### src/rtl/wb_regfile_stage_pkg.sv
// Shared widths, encodings and constants for the writeback / register-file stage.
package wb_regfile_stage_pkg;

  localparam int XLEN       = 32;
  localparam int REG_ADDR_W = 5;
  localparam int RET_W      = 64;

  typedef enum logic [1:0] {
    RESULT_ALU     = 2'b00,
    RESULT_LOAD    = 2'b01,
    RESULT_PC4     = 2'b10,
    RESULT_ALU_ALT = 2'b11
  } resultSrcT;

  typedef enum logic [2:0] {
    F3_LB  = 3'b000,
    F3_LH  = 3'b001,
    F3_LW  = 3'b010,
    F3_LBU = 3'b100,
    F3_LHU = 3'b101
  } loadFunct3T;

  // The canonical pipeline bubble (add x0,x0,x0) does not count as retired.
  localparam logic [XLEN-1:0] NOP_INSTR = 32'h0000_0033;

endpackage

### src/rtl/wb_regfile_stage_regfile_2r1w.sv
// 31-entry register file with x0 hardwired to zero and write-first read ports.
module regfile_2r1w
  import wb_regfile_stage_pkg::*;
(
  input  logic                  clk,
  input  logic                  n_rst,
  input  logic                  we,
  input  logic [REG_ADDR_W-1:0] waddr,
  input  logic [XLEN-1:0]       wdata,
  input  logic [REG_ADDR_W-1:0] raddr1,
  input  logic [REG_ADDR_W-1:0] raddr2,
  output logic [XLEN-1:0]       rdata1,
  output logic [XLEN-1:0]       rdata2
);

  logic [XLEN-1:0] regs [1:31];
  logic            writeValid;

  assign writeValid = we && (waddr != '0);

  always_ff @(posedge clk) begin
    if (n_rst) begin
      for (int i = 1; i < 32; i++) regs[i] <= '0;
    end else if (writeValid) begin
      regs[waddr] <= wdata;
    end
  end

  // A same-cycle write to the address being read wins over the stored value.
  always_comb begin
    rdata1 = '0;
    rdata2 = '0;
    if (raddr1 != '0) rdata1 = (writeValid && waddr == raddr1) ? wdata : regs[raddr1];
    if (raddr2 != '0) rdata2 = (writeValid && waddr == raddr2) ? wdata : regs[raddr2];
  end

endmodule

### src/rtl/wb_regfile_stage.sv
// Writeback stage: result mux, load alignment, register file and retired-instruction counter.
module wb_regfile_stage
  import wb_regfile_stage_pkg::*;
(
  input  logic                  clk,
  input  logic                  n_rst,
  input  logic                  RegWriteW,
  input  logic [1:0]            ResultSrcW,
  input  logic [XLEN-1:0]       ALUResultW,
  input  logic [XLEN-1:0]       ReadDataW,
  input  logic [XLEN-1:0]       PC_plus4W,
  input  logic [REG_ADDR_W-1:0] RdW,
  input  logic [XLEN-1:0]       InstrW,
  input  logic [REG_ADDR_W-1:0] Rs1D,
  input  logic [REG_ADDR_W-1:0] Rs2D,
  output logic [XLEN-1:0]       RD1D,
  output logic [XLEN-1:0]       RD2D,
  output logic [XLEN-1:0]       ResultW,
  output logic [RET_W-1:0]      InstretW
);

  logic [7:0]      loadByte;
  logic [15:0]     loadHalf;
  logic [XLEN-1:0] loadData;
  logic [RET_W-1:0] instretCount;

  // Halfword selection looks only at offset bit 1; misaligned halves are not trapped.
  always_comb begin
    loadByte = 8'(ReadDataW >> {ALUResultW[1:0], 3'b000});
    loadHalf = ALUResultW[1] ? ReadDataW[31:16] : ReadDataW[15:0];
    case (InstrW[14:12])
      F3_LB:   loadData = {{24{loadByte[7]}}, loadByte};
      F3_LBU:  loadData = {24'h0, loadByte};
      F3_LH:   loadData = {{16{loadHalf[15]}}, loadHalf};
      F3_LHU:  loadData = {16'h0, loadHalf};
      default: loadData = ReadDataW;
    endcase
  end

  always_comb begin
    case (resultSrcT'(ResultSrcW))
      RESULT_LOAD: ResultW = loadData;
      RESULT_PC4:  ResultW = PC_plus4W;
      default:     ResultW = ALUResultW;
    endcase
  end

  regfile_2r1w regFile (
    .clk    (clk),
    .n_rst  (n_rst),
    .we     (RegWriteW),
    .waddr  (RdW),
    .wdata  (ResultW),
    .raddr1 (Rs1D),
    .raddr2 (Rs2D),
    .rdata1 (RD1D),
    .rdata2 (RD2D)
  );

  always_ff @(posedge clk) begin
    if (n_rst) begin
      instretCount <= '0;
    end else if (InstrW != NOP_INSTR) begin
      instretCount <= instretCount + 1'b1;
    end
  end

  assign InstretW = instretCount;

endmodule

### config.mk
export PLATFORM = sky130hd
export DESIGN_NAME = wb_regfile_stage
export DESIGN_NICKNAME = d
export VERILOG_FILES = /design/src/rtl/wb_regfile_stage_pkg.sv /design/src/rtl/wb_regfile_stage_regfile_2r1w.sv /design/src/rtl/wb_regfile_stage.sv
export SDC_FILE = /design/constraint.sdc
export NUM_CORES = 2
export LEC_CHECK = 0
export CAP_MARGIN = 20
export CORE_MARGIN = 4
export CORE_UTILIZATION = 35
export DETAILED_ROUTE_END_ITERATION = 10
export SYNTH_ARGS = -nofsm -noshare
export SYNTH_HDL_FRONTEND = slang
export SYNTH_SLANG_ARGS = --single-unit
### constraint.sdc
create_clock -name clk -period 4.55 [get_ports clk]
set_input_delay 0.91 -clock clk [delete_from_list [all_inputs] [get_ports clk]]
set_output_delay 0.91 -clock clk [all_outputs]
set_load 0.005 [all_outputs]
==> flow_summary.yaml <==
floorplanning:
  fp.coreArea_sq_um: 161000
  die_x_microns: 412
  start_util_pct: 35.4
  io_pins: 308
  dieArea_sq_um: 170000
  rows: 147
  die_h_microns: 412
drt:
  viasPerCell: 6.07
  routed_wl_mm: 231
  wire_per_inst_microns: 32.1
  vias: 43819
  final_antenna_net_count: 0
  drtIter0Drc: 6421
  drt-pass1-iter-count: 6
  drc: 0
placed_design:
  io_buffers: 307
  gp_congestion: 0.951
  dpl.hpwl_mm: 153
power:
  powerDensity_nw_per_um2: 353
  p_leak_nw: 25.0
  total_power_mw: 25.1
  ir_drop_v: 0.000325
finish:
  area_growth_pct: 24.6
  drive_gt1_share_pct: 26.8
  nFillCells: 14591
  fin_nets: 5107
  multiInputGateArea_sq_um: 23900
  seqCellArea_sq_um: 32000
cts:
  h-tree-depth: 3
  clockBufferDepth: 3
  insertion_delay_ns: 0.73
  cts_buffers: 110
  clkSinkCount: 1088
  root_buffer: "clkbuf_16"
  clk_pin_slew_worst_paths_ns: 0.06
  cts_tree: "yes"
  cts_hold_buf: 0
worst_setup_path:
  cp_num_buf_inv: 6
  crit_required_ns: 3.64
  cp_top_family: "buffers and inverters"
  worstPathCellList: "clkdlybuf4s50_1, mux2_4, nor2_1, o41a_1, buf_4, a21oi_4, buf_6, a221oi_4, buf_12, a211oi_1, buf_4, clkdlybuf4s50_1"
  criticalPathCategory: "input port to output port"
  startpoint_type: "input port"
  crit_slowest_cell: "o41a_1"
  slowest_delay_ns: 0.51
  worstPathArrival_ns: 3.66
  endpoint_kind: "output port"
  crit_path_max_fanout: 7
logic_synthesis:
  synthArstFlopShare_pct: 0
  yosysUniqueCellTypes: 73
  synth-seq-area-share_pct: 56.1
  netlist_area_sq_um: 57100
  synthFlopType: "edfxtp_1"
  synth_edf_count: 1024
  synthCells: 4412
  synth-seq-cells: 1088
  syn_area_per_cell_sq_um: 12.9
  yosysWarnings: 0
sta:
  setup_viol: 1
  tightest_slew_ns: 0.821
  slew_headroom_pct: 45.3
  holdWs_ns: 0.525
  clock_skew_ns: 0.0327
  min_period_ns: 4.57
  finalCritPeriodShare_pct: 101
  rsz0062_at_grt: "yes"
  layout_setup_ws_ns: -0.0234
  drv_slew: 0
  hold_violations: 0
  fmax_ghz: 0.219
job:
  max_cap_violations: 0
global_routing:
  overflow: 0
  grt_max_degree: 65
  grtUsageMet1_pct: 34.0
  grt_usage_pct: 26.7
  grt_antenna_before_repair: 16
  grt_pass1_wl_mm: 325
  use_met3_pct: 8.72
  grt_pass1_vias: 43420
  busiest_layer: "met2"
  grt_use_met2_pct: 42.1
status:
  status: "finished, violations left"
  violations: "negative setup slack"
worst_hold_path:
  min_path_type: "flop to flop"
-- worst reg2reg max path: stages (launching register included) --
cell and delay (ns):
dfxtp_1 0.43, and4_1 0.33, nand4_1 0.42, or4_4 0.72
nor4_2 0.34, xnor2_1 0.15, nor2_1 0.06
-- final cells by class --
cell class	instances	share of cell area, %
sequential	1088	45.0
clock buffer	135	4.09
antenna	5	0.0176
timing repair buffer	870	12.3
clock inverter	70	0.814
multi-input combinational	2819	33.6
tap	2160	3.80
inverter	67	0.353
-- cells by family (layout without fill, tap and decap cells) --
logic type / count (synthesis) / in the layout / share of synthesized area [%]
flip-flops: 1088 / 1088 / 56.1
buffers and inverters: 536 / 1142 / 3.70
XOR/XNOR: 64 / 64 / 0.981
adder cells (fa/ha/maj): 3 / 3 / 0.0657
AO/OA/AOI/OAI: 456 / 456 / 5.89
AND/OR/NAND/NOR: 1560 / 1560 / 11.8
other: 1 / 37 / 0.00657
multiplexers: 704 / 704 / 21.5
-- repair_timing --
action                                  4_1_cts  5_1_grt
buffers inserted                             12       10
endpoints found under the hold margin         0        0
pin swaps                                     9       22
cloned                                        2        0
resized for setup                            74       87
endpoints found under the setup margin       58       61
-- power breakdown --
| part | total (mW) | internal (mW) | switching (mW) | leakage, nW |
|---|---|---|---|---|
| Clock | 9.00 | 4.90 | 4.11 | 1.68 |
| Combinational | 4.38 | 1.93 | 2.44 | 13.1 |
| Sequential | 11.8 | 11.5 | 0.283 | 10.3 |
-- routing by layer --
metal	vias up	part of all wire, %
met5	-	0.035
met4	14	4.8
met3	556	13
met2	3112	46
met1	22331	36
li1	17806	-
-- path summary, 6_finish.rpt --
check / start / cells after the start / endpoint / slack [ns]
max: ReadDataW[15] / 12 / RD2D[9] / -0.02
min: InstretW[5] / 2 / InstretW[5] / 0.52
max reg2reg: InstretW[11] / 6 / InstretW[63] / 1.97
min reg2reg: InstretW[5] / 2 / InstretW[5] / 0.52
-- registers in the layout, summed over array words and instances (netlist names) --
name          count
InstretW         64
regFile.regs   1024
-- synthesized netlist by cell type, types with 25 or more instances --
library cell	instances	area share [%]
and2_1	25	0.27
clkbuf_1	360	2.4
nand2_1	124	0.81
mux4_2	415	16
buf_2	54	0.47
inv_1	66	0.43
nor4_1	26	0.28
mux2i_1	257	4.5
nand3_1	44	0.39
mux2_2	32	0.63
xnor2_1	55	0.84
dfxtp_1	64	2.2
nand4_1	43	0.47
o21ai_0	56	0.49
nor3_1	34	0.30
nor2_1	1128	7.4
a221oi_1	89	1.4
nand2b_1	38	0.42
a211oi_1	49	0.64
buf_1	51	0.34
a21oi_1	56	0.49
a22oi_1	91	1.2
edfxtp_1	1024	54
-- cell usage in the layout, fill, tap and decap left out, types with 23 or more instances in the layout --
cell type           n
edfxtp_1         1024
mux2i_1           254
clkdlybuf4s50_1   241
inv_1              66
dfxtp_1            64
xnor2_1            54
mux2_2             30
clkinv_1           27
nand2_2            23
nor2_1           1127
nand4_1            43
clkbuf_16         111
a22oi_1            91
nor3_1             31
conb_1             32
nand2b_2           31
buf_12             99
a21oi_1            50
nand2_1           101
dlymetal6s2s_1     32
nor4_1             23
a221oi_1           57
buf_4             452
o21ai_0            52
mux4_2            415
nand3_1            43
a211oi_1           35
-- stage by stage --
stage	cells	util, %	TNS, ns	setup WS [ns]	cell area, sq um
6_report	7214	44.1	-0.0234	-0.0234	71200
5_1_grt	7209	44.1	-0.302	-0.101	71100
3_5_place_dp	6981	41.5	-7.59	-0.505	66900
3_3_place_gp	6981	41.5	-7.02	-0.543	66900
4_1_cts	7200	43.9	-0.433	-0.117	70800
2_1_floorplan	4443	-	0	0.538	57200
No activity file was read; power rests on OpenSTA's default activity.
